**src/rtl/tcp_rx_parser.sv**
```systemverilog
// -----------------------------------------------------------------------------
// tcp_rx_parser
//
// Receive-path TCP parser sitting behind the IPv4 stage. One TCP segment per
// input packet, one byte per beat. The fixed 20-byte header is captured, TCP
// options are skipped, the checksum (seeded with the IPv4 pseudo-header sum)
// is verified, payload bytes are forwarded through a small FIFO and one
// metadata record is emitted per segment.
//
// Handshakes: every stream (s_axis, m_axis, meta) transfers on a rising edge
// where valid and ready are both 1. A source holds valid and its payload stable
// until the transfer; ready may change freely and never depends on valid.
//
// Ports
//   clk, rst            clock, synchronous active-high reset
//   s_axis_*            input segment bytes (tdata/tvalid/tready/tlast)
//   ph_sum              pseudo-header one's-complement sum, taken on byte 0
//   filter_en/port      optional destination-port filter
//   m_axis_*            forwarded payload bytes (tdata/tvalid/tready/tlast)
//   meta_valid/ready    per-segment metadata handshake
//   meta_*              captured header fields, payload length, status bits
//   dbg_state           current parser state (S_HDR=0 .. S_META=4)
// -----------------------------------------------------------------------------
module tcp_rx_parser #(
    parameter int FIFO_DEPTH    = 64,
    parameter int PAYLOAD_LEN_W = 16
) (
    input  logic                     clk,
    input  logic                     rst,
    input  logic [7:0]               s_axis_tdata,
    input  logic                     s_axis_tvalid,
    output logic                     s_axis_tready,
    input  logic                     s_axis_tlast,
    input  logic [15:0]              ph_sum,
    input  logic                     filter_en,
    input  logic [15:0]              filter_port,
    output logic [7:0]               m_axis_tdata,
    output logic                     m_axis_tvalid,
    input  logic                     m_axis_tready,
    output logic                     m_axis_tlast,
    output logic                     meta_valid,
    input  logic                     meta_ready,
    output logic [15:0]              meta_src_port,
    output logic [15:0]              meta_dst_port,
    output logic [31:0]              meta_seq_num,
    output logic [31:0]              meta_ack_num,
    output logic [7:0]               meta_flags,
    output logic [15:0]              meta_window_size,
    output logic [PAYLOAD_LEN_W-1:0] meta_payload_len,
    output logic                     meta_csum_ok,
    output logic                     meta_dropped,
    output logic                     meta_err,
    output logic [2:0]               dbg_state
);

    localparam int AW = $clog2(FIFO_DEPTH);

    typedef enum logic [2:0] {
        S_HDR  = 3'd0,
        S_OPT  = 3'd1,
        S_PAY  = 3'd2,
        S_FOLD = 3'd3,
        S_META = 3'd4
    } state_t;

    state_t r_state;
    state_t w_state_nxt;

    // Capture registers
    logic [5:0]               r_off;      // header/option byte offset
    logic                     r_odd;      // parity of the current segment offset
    logic [31:0]              r_acc;
    logic [15:0]              r_src;
    logic [15:0]              r_dst;
    logic [31:0]              r_seq;
    logic [31:0]              r_ack;
    logic [3:0]               r_do;
    logic [7:0]               r_flags;
    logic [15:0]              r_win;
    logic [PAYLOAD_LEN_W-1:0] r_pay_len;
    logic                     r_csum_ok;
    logic                     r_err;
    logic                     r_drop;

    // Payload FIFO: {tlast, tdata}; pointers carry one extra wrap bit
    logic [8:0]  r_mem [FIFO_DEPTH];
    logic [AW:0] r_wptr;
    logic [AW:0] r_rptr;

    logic        w_full;
    logic        w_empty;
    logic        w_acc;
    logic        w_wr;
    logic        w_rd;
    logic        w_meta_hs;
    logic        w_err_nxt;
    logic        w_drop_nxt;
    logic [5:0]  w_hdr_end;
    logic [31:0] w_term;
    logic [16:0] w_fold1;
    logic [15:0] w_fold2;
    logic [8:0]  w_rd_word;

    assign w_full    = (r_wptr[AW] != r_rptr[AW]) && (r_wptr[AW-1:0] == r_rptr[AW-1:0]);
    assign w_empty   = (r_wptr == r_rptr);
    assign w_acc     = s_axis_tvalid & s_axis_tready;
    assign w_wr      = w_acc && (r_state == S_PAY) && !r_drop;
    assign w_rd      = m_axis_tvalid & m_axis_tready;
    assign w_meta_hs = (r_state == S_META) & meta_ready;

    // Last offset of the options area: 4*DO - 1
    assign w_hdr_end = {r_do, 2'b00} - 6'd1;

    // Even offsets are the high byte of a 16-bit word; an odd trailing byte
    // therefore ends up padded with a zero low byte automatically.
    assign w_term = r_odd ? {24'h0, s_axis_tdata} : {16'h0, s_axis_tdata, 8'h00};

    // Two end-around-carry folds; after the first the value is at most
    // 17'h1FFFE, so the second cannot carry out again.
    assign w_fold1 = {1'b0, r_acc[15:0]} + {1'b0, r_acc[31:16]};
    assign w_fold2 = w_fold1[15:0] + {15'h0, w_fold1[16]};

    // Input ready is held low during reset and while the segment is closing.
    always_comb begin
        s_axis_tready = 1'b0;
        if (!rst) begin
            case (r_state)
                S_HDR, S_OPT: s_axis_tready = 1'b1;
                S_PAY:        s_axis_tready = r_drop | ~w_full;
                default:      s_axis_tready = 1'b0;
            endcase
        end
    end

    // Next-state logic; also decides err/drop for the segment.
    always_comb begin
        w_state_nxt = r_state;
        w_err_nxt   = r_err;
        w_drop_nxt  = r_drop;
        case (r_state)
            S_HDR: begin
                if (w_acc) begin
                    if (r_off == 6'd19) begin
                        // Header ending on tlast is only legal without options
                        w_err_nxt  = (r_do < 4'd5) | (s_axis_tlast & (r_do > 4'd5));
                        w_drop_nxt = w_err_nxt | (filter_en & (r_dst != filter_port));
                        if (s_axis_tlast)
                            w_state_nxt = S_FOLD;
                        else if (r_do > 4'd5)
                            w_state_nxt = S_OPT;
                        else
                            w_state_nxt = S_PAY;
                    end else if (s_axis_tlast) begin
                        w_err_nxt   = 1'b1;
                        w_drop_nxt  = 1'b1;
                        w_state_nxt = S_FOLD;
                    end
                end
            end
            S_OPT: begin
                if (w_acc) begin
                    if (r_off == w_hdr_end) begin
                        w_state_nxt = s_axis_tlast ? S_FOLD : S_PAY;
                    end else if (s_axis_tlast) begin
                        w_err_nxt   = 1'b1;
                        w_drop_nxt  = 1'b1;
                        w_state_nxt = S_FOLD;
                    end
                end
            end
            S_PAY: begin
                if (w_acc && s_axis_tlast)
                    w_state_nxt = S_FOLD;
            end
            S_FOLD: w_state_nxt = S_META;
            S_META: begin
                if (meta_ready)
                    w_state_nxt = S_HDR;
            end
            default: w_state_nxt = S_HDR;
        endcase
    end

    always_ff @(posedge clk) begin
        if (rst)
            r_state <= S_HDR;
        else
            r_state <= w_state_nxt;
    end

    // Header capture, checksum and counters. The metadata handshake clears
    // everything so the next segment starts from a clean slate.
    always_ff @(posedge clk) begin
        if (rst || w_meta_hs) begin
            r_off     <= 6'd0;
            r_odd     <= 1'b0;
            r_acc     <= 32'h0;
            r_src     <= 16'h0;
            r_dst     <= 16'h0;
            r_seq     <= 32'h0;
            r_ack     <= 32'h0;
            r_do      <= 4'h0;
            r_flags   <= 8'h0;
            r_win     <= 16'h0;
            r_pay_len <= '0;
            r_csum_ok <= 1'b0;
            r_err     <= 1'b0;
            r_drop    <= 1'b0;
        end else begin
            r_err  <= w_err_nxt;
            r_drop <= w_drop_nxt;
            if (w_acc) begin
                r_odd <= ~r_odd;
                // Byte 0 of the segment seeds the sum with the pseudo-header
                if (r_state == S_HDR && r_off == 6'd0)
                    r_acc <= {16'h0, ph_sum} + w_term;
                else
                    r_acc <= r_acc + w_term;
                if (r_state == S_HDR || r_state == S_OPT)
                    r_off <= r_off + 6'd1;
                if (r_state == S_HDR) begin
                    case (r_off)
                        6'd0:  r_src[15:8]   <= s_axis_tdata;
                        6'd1:  r_src[7:0]    <= s_axis_tdata;
                        6'd2:  r_dst[15:8]   <= s_axis_tdata;
                        6'd3:  r_dst[7:0]    <= s_axis_tdata;
                        6'd4:  r_seq[31:24]  <= s_axis_tdata;
                        6'd5:  r_seq[23:16]  <= s_axis_tdata;
                        6'd6:  r_seq[15:8]   <= s_axis_tdata;
                        6'd7:  r_seq[7:0]    <= s_axis_tdata;
                        6'd8:  r_ack[31:24]  <= s_axis_tdata;
                        6'd9:  r_ack[23:16]  <= s_axis_tdata;
                        6'd10: r_ack[15:8]   <= s_axis_tdata;
                        6'd11: r_ack[7:0]    <= s_axis_tdata;
                        6'd12: r_do          <= s_axis_tdata[7:4];
                        6'd13: r_flags       <= s_axis_tdata;
                        6'd14: r_win[15:8]   <= s_axis_tdata;
                        6'd15: r_win[7:0]    <= s_axis_tdata;
                        default: ;
                    endcase
                end
                if (r_state == S_PAY && r_pay_len != {PAYLOAD_LEN_W{1'b1}})
                    r_pay_len <= r_pay_len + {{(PAYLOAD_LEN_W-1){1'b0}}, 1'b1};
            end
            if (r_state == S_FOLD)
                r_csum_ok <= (w_fold2 == 16'hFFFF);
        end
    end

    // FIFO pointers; metadata handshake leaves them alone so payload of the
    // previous segment keeps draining while the next one is parsed.
    always_ff @(posedge clk) begin
        if (rst) begin
            r_wptr <= '0;
            r_rptr <= '0;
        end else begin
            if (w_wr)
                r_wptr <= r_wptr + {{AW{1'b0}}, 1'b1};
            if (w_rd)
                r_rptr <= r_rptr + {{AW{1'b0}}, 1'b1};
        end
    end

    always_ff @(posedge clk) begin
        if (w_wr)
            r_mem[r_wptr[AW-1:0]] <= {s_axis_tlast, s_axis_tdata};
    end

    assign w_rd_word     = r_mem[r_rptr[AW-1:0]];
    assign m_axis_tvalid = ~w_empty;
    // Gate the data so an empty FIFO shows zeros instead of stale entries
    assign m_axis_tdata  = w_empty ? 8'h00 : w_rd_word[7:0];
    assign m_axis_tlast  = w_empty ? 1'b0  : w_rd_word[8];

    assign meta_valid       = (r_state == S_META);
    assign meta_src_port    = r_src;
    assign meta_dst_port    = r_dst;
    assign meta_seq_num     = r_seq;
    assign meta_ack_num     = r_ack;
    assign meta_flags       = r_flags;
    assign meta_window_size = r_win;
    assign meta_payload_len = r_pay_len;
    assign meta_csum_ok     = r_csum_ok;
    assign meta_dropped     = r_drop;
    assign meta_err         = r_err;
    assign dbg_state        = r_state;

endmodule

```
**config.mk**
```make
export PLATFORM = sky130hd
export DESIGN_NAME = tcp_rx_parser
export DESIGN_NICKNAME = d
export VERILOG_FILES = /design/src/rtl/tcp_rx_parser.sv
export SDC_FILE = /design/constraint.sdc
export NUM_CORES = 1
export LEC_CHECK = 0
export CORE_AREA = 3 3 236 215
export CTS_CLUSTER_DIAMETER = 40
export CTS_CLUSTER_SIZE = 24
export DETAILED_ROUTE_END_ITERATION = 7
export DIE_AREA = 0 0 239 218
export DONT_BUFFER_PORTS = 1
export PLACE_DENSITY = 0.92
export SYNTH_ARGS = -nofsm -noshare
export SYNTH_HDL_FRONTEND = slang
export SYNTH_SLANG_ARGS = --single-unit
```
**constraint.sdc**
```tcl
create_clock -name clk -period 6.7 [get_ports clk]
set_clock_uncertainty 0.15 [all_clocks]
set_input_delay 2.01 -clock clk [delete_from_list [all_inputs] [get_ports clk]]
set_output_delay 2.01 -clock clk [all_outputs]
set_load 0.05 [all_outputs]
```
[Word level (Yosys, flattened, before mapping)]
Memories as Yosys holds them, arrays and structs flattened. A register that Yosys moved wholly into a read port is not among the register bits.
Cells that the tools add are included.
Cells by class
  magnitude comparators: 2
  reduce and logical (&&, ||, !) cells: 33
  add/sub/neg operators: 9
  bitwise logic cells: 11
  multiplexer cells: 33
  equal/unequal tests: 32
Operators with widths (number)
  6-bit by 4-bit equality test with 1-bit output (second input constant): 8
  3-bit AND reduction: 16
  16-bit by 16-bit adder with 17-bit output: 2
  32-bit by 16-bit adder with 32-bit output: 1
  32-bit 2-to-1 mux: 1
  6-bit by 3-bit equality test with 1-bit output (second input constant): 4
  3-bit 2-to-1 mux: 7
  16-bit by 1-bit adder with 16-bit output: 1
  16-bit by 1-bit adder with 16-bit output (second input constant): 1
  16-bit equality test (second input constant): 1
  16-bit 2-to-1 mux: 1
  16-bit inequality test: 1
  16-bit inequality test (second input constant): 1
  1-bit 2-to-1 mux: 15
  3-bit case mux with 5 select lines: 1
  7-bit by 1-bit adder with 7-bit output (second input constant): 2
  6-bit by 2-bit equality test with 1-bit output (second input constant): 2
  6-bit equality test: 2
  6-bit 2-to-1 mux: 2
  8-bit 2-to-1 mux: 1
  4-bit AND reduction: 2
  7-bit equality test: 1
  6-bit by 1-bit adder with 6-bit output (second input constant): 1
  3-bit by 2-bit equality test with 1-bit output (second input constant): 2
  23 further kinds: 44
Storage, ports and cells
  input bits: 47
  bits in writable memories: 576
  logic and storage cells: 147
  bits in registers: 199
  memories kept: 1
  output and inout port bits: 154
Memories
  r_mem: depth 64, width 9, rd ports 1, clocked after Yosys merged registers in 1, wr ports 1, RTL line 86  | logic [8:0] r_mem [FIFO_DEPTH];

[Logic depth before layout (Yosys ltp)]
  word-level depth: 11
  mapped depth: 19
  depth with buffers taken out: 19

[Worst setup path after synthesis]
Ideal clock, no wire load.
  path type: input to register
  from: input port s_axis_tdata[0]
  to: register r_acc[22]
  stages on the path: 14
  data required time: 6.433 ns
  setup time: 0.117 ns
  slack: 1.681 ns
  buffers on the path: 2
  data arrival time: 4.752 ns
  cell sequence: clkbuf_1 > clkbuf_1 > and2_1 > ha_1 > inv_1 > fa_1 > nor2b_1 > o31a_1 > o21ai_1 > a21boi_0 > a311oi_2 > nor4b_1 > xnor2_1 > nor2_1
On the way
  word-level cells in the longest chain between the ends: 3
Ends and longest elaborated chain
  start: declaration: RTL line 30  | input logic [7:0] s_axis_tdata,
  16-bit 2-to-1 mux: RTL line 116  | assign w_term = r_odd ? {24'h0, s_axis_tdata} : {16'h0, s_axis_tdata, 8'h00};
  32-bit by 16-bit adder with 32-bit output: RTL line 218  | r_acc <= r_acc + w_term;
  32-bit 2-to-1 mux: RTL line 215  | if (r_state == S_HDR && r_off == 6'd0)
  end signal: assignment: RTL line 216  | r_acc <= {16'h0, ph_sum} + w_term;
  end signal: assignment: RTL line 218
  end: declaration: RTL line 72  | logic [31:0] r_acc;
No other way between the ends.
A chain may end at the register's enable or synchronous reset.

==> impl_metrics.py <==
metrics = {
    "outcome": {
        "status": "complete, no violations",
    },
    "sta": {
        "fmax_mhz": 163,
        "rsz0062_at_grt": "false",
        "hold_violations": 0,
        "relSlewSlack_pct": 25.5,
        "drv_slew": 0,
        "setup_viol": 0,
        "worst_slew_pin_slew_ns": 1.11,
        "finalCritPeriodShare_pct": 91.8,
        "period_needed_ns": 6.15,
        "fin_setup_tns_ns": 0,
    },
    "cts": {
        "cts_tree": "yes",
        "cts_inserted_buffers": 78,
        "cts.sinks": 781,
        "htree_levels": 3,
        "cts_root_buf": "clkbuf_16",
        "path_clk_slew_ns": 0.07,
        "ctsHoldBuffers": 0,
        "clock_latency_ns": 0.63,
        "cts_resized": 0,
        "cts_setup_buffers": 0,
        "clockBufferDepth": 3,
    },
    "placement": {
        "dp_hpwl_microns": 52100,
        "dp.cells": 2691,
        "numPortBuffers": 0,
        "place.gp.congestion": 0.873,
    },
    "flow_run": {
        "drv_cap": 0,
    },
    "power": {
        "power_leakage_nw": 11.7,
        "power_switching_mw": 2.38,
        "p_int_mw": 7.81,
        "power_density_nw_per_um2": 281,
        "switching_share_pct": 23.4,
        "p_comb_share_pct": 3.3,
        "clkPwrFrac_pct": 45.4,
        "peakVddDrop_mv": 0.232,
        "seq_power_share_pct": 51.3,
    },
    "yosys": {
        "synth_edf_count": 576,
        "netlist_area_sq_um": 32900,
        "synth_top_area_cell": "edfxtp_1",
        "synth_flop_cell": "edfxtp_1",
        "async_reset_ff_share_pct": 0,
        "synth_seq_cells": 781,
        "ys_top_cells_by_area": "edfxtp_1 53%, mux4_2 13%, dfxtp_1 12%",
        "yosys_warnings": 0,
        "netlist_instances": 2143,
        "seq_area_frac_synth_pct": 65.0,
        "syn-num-nets": 2252,
        "avgSynthCellArea_sq_um": 15.4,
        "synth_cell_types": 69,
        "synth_top_area_share_pct": 52.5,
    },
    "critical_path": {
        "end_kind": "primary output",
        "worstRegToRegCells": 6,
        "cp.arrival_ns": 3.99,
        "path_class": "reg2out",
        "cp.required_ns": 4.54,
        "cp-start-kind": "flop",
        "crit_fanout": 58,
    },
    "min_path": {
        "hp-class": "reg2reg",
        "hold_depth": 2,
    },
    "floorplanning": {
        "num_io_pins": 201,
        "coreArea_sq_um": 48700,
        "rows": 77,
        "fp.dieH_microns": 218,
        "die_x_microns": 239,
        "start_util_pct": 67.5,
        "die_area_sq_um": 52100,
    },
    "final_layout": {
        "area_growth_pct": 10.1,
        "seqCellArea_sq_um": 21400,
        "stdcell_count": 2837,
        "multi_input_area_sq_um": 11000,
        "drive_gt1_share_pct": 17.2,
        "num-fill-cells": 2682,
        "nNetsFinal": 2248,
    },
    "global_routing": {
        "grt_pass1_vias": 20200,
        "grt-busiest-layer": "met2",
        "grt_overflow": 0,
        "grt_pass1_wl_microns": 133000,
        "grtUsageTotal_pct": 34.8,
        "met2_usage_pct": 56.5,
        "grt_use_met1_pct": 45.2,
        "met3_usage_pct": 9.08,
        "antenna_found_initial": 6,
        "grt_start_max_net_pins": 104,
    },
    "routing": {
        "totalWireLength_microns": 88900,
        "first_iter_violations": 2776,
        "vias": 20100,
        "avgRoutedWirePerCell_microns": 31.3,
        "final_antenna_net_count": 0,
        "drc": 0,
        "drt_first_pass_iters": 6,
        "viasPerCell": 7.10,
    },
}
==> layout make-up <==
class | count | area share, %
diodes | 2 | 0.0138
clock buffers | 90 | 5.86
clock inverters | 54 | 1.67
inverters | 28 | 0.290
multi-input cells | 1227 | 30.4
flip-flops and latches | 781 | 59.0
well taps | 632 | 2.18
repair buffers | 23 | 0.580
==> synthesized netlist by cell type, types with 12 or more instances <==
cell	instances
ha_1	59
nor3_1	25
dfxtp_1	205
and2_1	16
edfxtp_1	576
mux4_2	189
nor2b_1	28
clkbuf_1	72
o21ai_0	33
nor2_1	287
nand3_1	37
buf_2	17
a211oi_1	14
xnor2_1	48
mux2i_1	126
and3_1	15
nand4_1	12
a21oi_1	45
buf_1	16
nand2_1	90
xor2_1	47
inv_1	28
==> kinds of logic after synthesis <==
kind of cell / Yosys count / synth area share [%]
xor+xnor: 95 / 2.53
compound gates: 171 / 3.37
flops: 781 / 65.0
buf+inv: 135 / 1.64
simple gates: 583 / 8.25
mux: 316 / 16.8
fa+ha+maj: 62 / 2.42
==> stage by stage <==
stage,total power [mW],hold slack (ns),utilization (%),instance area (sq um),worst slack (ns)
after global placement,5.65,0.316,68.8,33500,1.32
after global routing,10.4,0.389,74.4,36300,0.452
after floorplan,5.60,0.300,-,32900,1.68
after detailed placement,5.66,0.347,68.8,33500,1.17
after CTS,10.2,0.356,74.4,36300,0.528
final,10.2,0.373,74.4,36300,0.547
==> sequential cells by signal, indices dropped and copies added (netlist names), 4 cells and up, named ones only <==
name              flops
meta_dst_port        16
meta_payload_len     16
meta_ack_num         32
meta_flags            8
r_off                 6
meta_seq_num         32
r_acc                32
r_do                  4
meta_src_port        16
meta_window_size     16
r_wptr                7
r_mem               576
r_rptr                7
==> final timing paths <==
kind,slack [ns],to,from
setup / recovery,0.55,m_axis_tlast,flop
hold / removal,0.37,r_acc[31],r_acc[31]
setup reg to reg,2.07,r_mem[59][6],dbg_state[2]
hold reg to reg,0.37,r_acc[31],r_acc[31]
==> cell usage in the layout (no fill, tap or decap), types with 11 or more instances in the layout <==
cell type | Yosys | layout
nand2_1 | 90 | 90
inv_6 | 0 | 16
mux2i_1 | 126 | 126
inv_1 | 28 | 28
o21ai_0 | 33 | 33
nand3_1 | 37 | 37
and3_1 | 15 | 15
nand4_1 | 12 | 12
nor2_2 | 11 | 11
buf_4 | 1 | 20
nor2b_1 | 28 | 28
inv_8 | 0 | 14
xor2_1 | 47 | 47
xnor2_1 | 48 | 48
nor3_1 | 25 | 25
edfxtp_1 | 576 | 576
and2_1 | 16 | 16
mux4_2 | 189 | 189
clkbuf_16 | 0 | 84
nor2_1 | 287 | 287
ha_1 | 59 | 59
a211oi_1 | 14 | 14
a21oi_1 | 45 | 45
dfxtp_1 | 205 | 202
==> layer usage <==
metal / up-vias / routed length [microns] / part of all wire, %
met5: - / 41 / 0.046
met4: 6 / 4380 / 4.9
met3: 314 / 10700 / 12
met2: 1634 / 43100 / 48
met1: 9986 / 30700 / 35
li1: 8200 / - / -
==> critical path, cell delays in order (launching register included) <==
cell and delay, ns:
dfxtp_4 0.97, buf_4 0.49, mux4_2 0.42, mux4_2 0.54, mux4_2 0.54, nor2b_1 0.33
==> power groups by stage <==
| stage | clock (mW) | combinational, mW | sequential [mW] |
|---|---|---|---|
| floorplan | 0 | 0.270 | 5.33 |
| global placement | 0 | 0.307 | 5.34 |
| detailed placement | 0 | 0.322 | 5.34 |
| CTS | 4.65 | 0.328 | 5.23 |
| global route | 4.81 | 0.365 | 5.23 |
| finish | 4.63 | 0.335 | 5.23 |
Power figures use the tool's default switching activity.
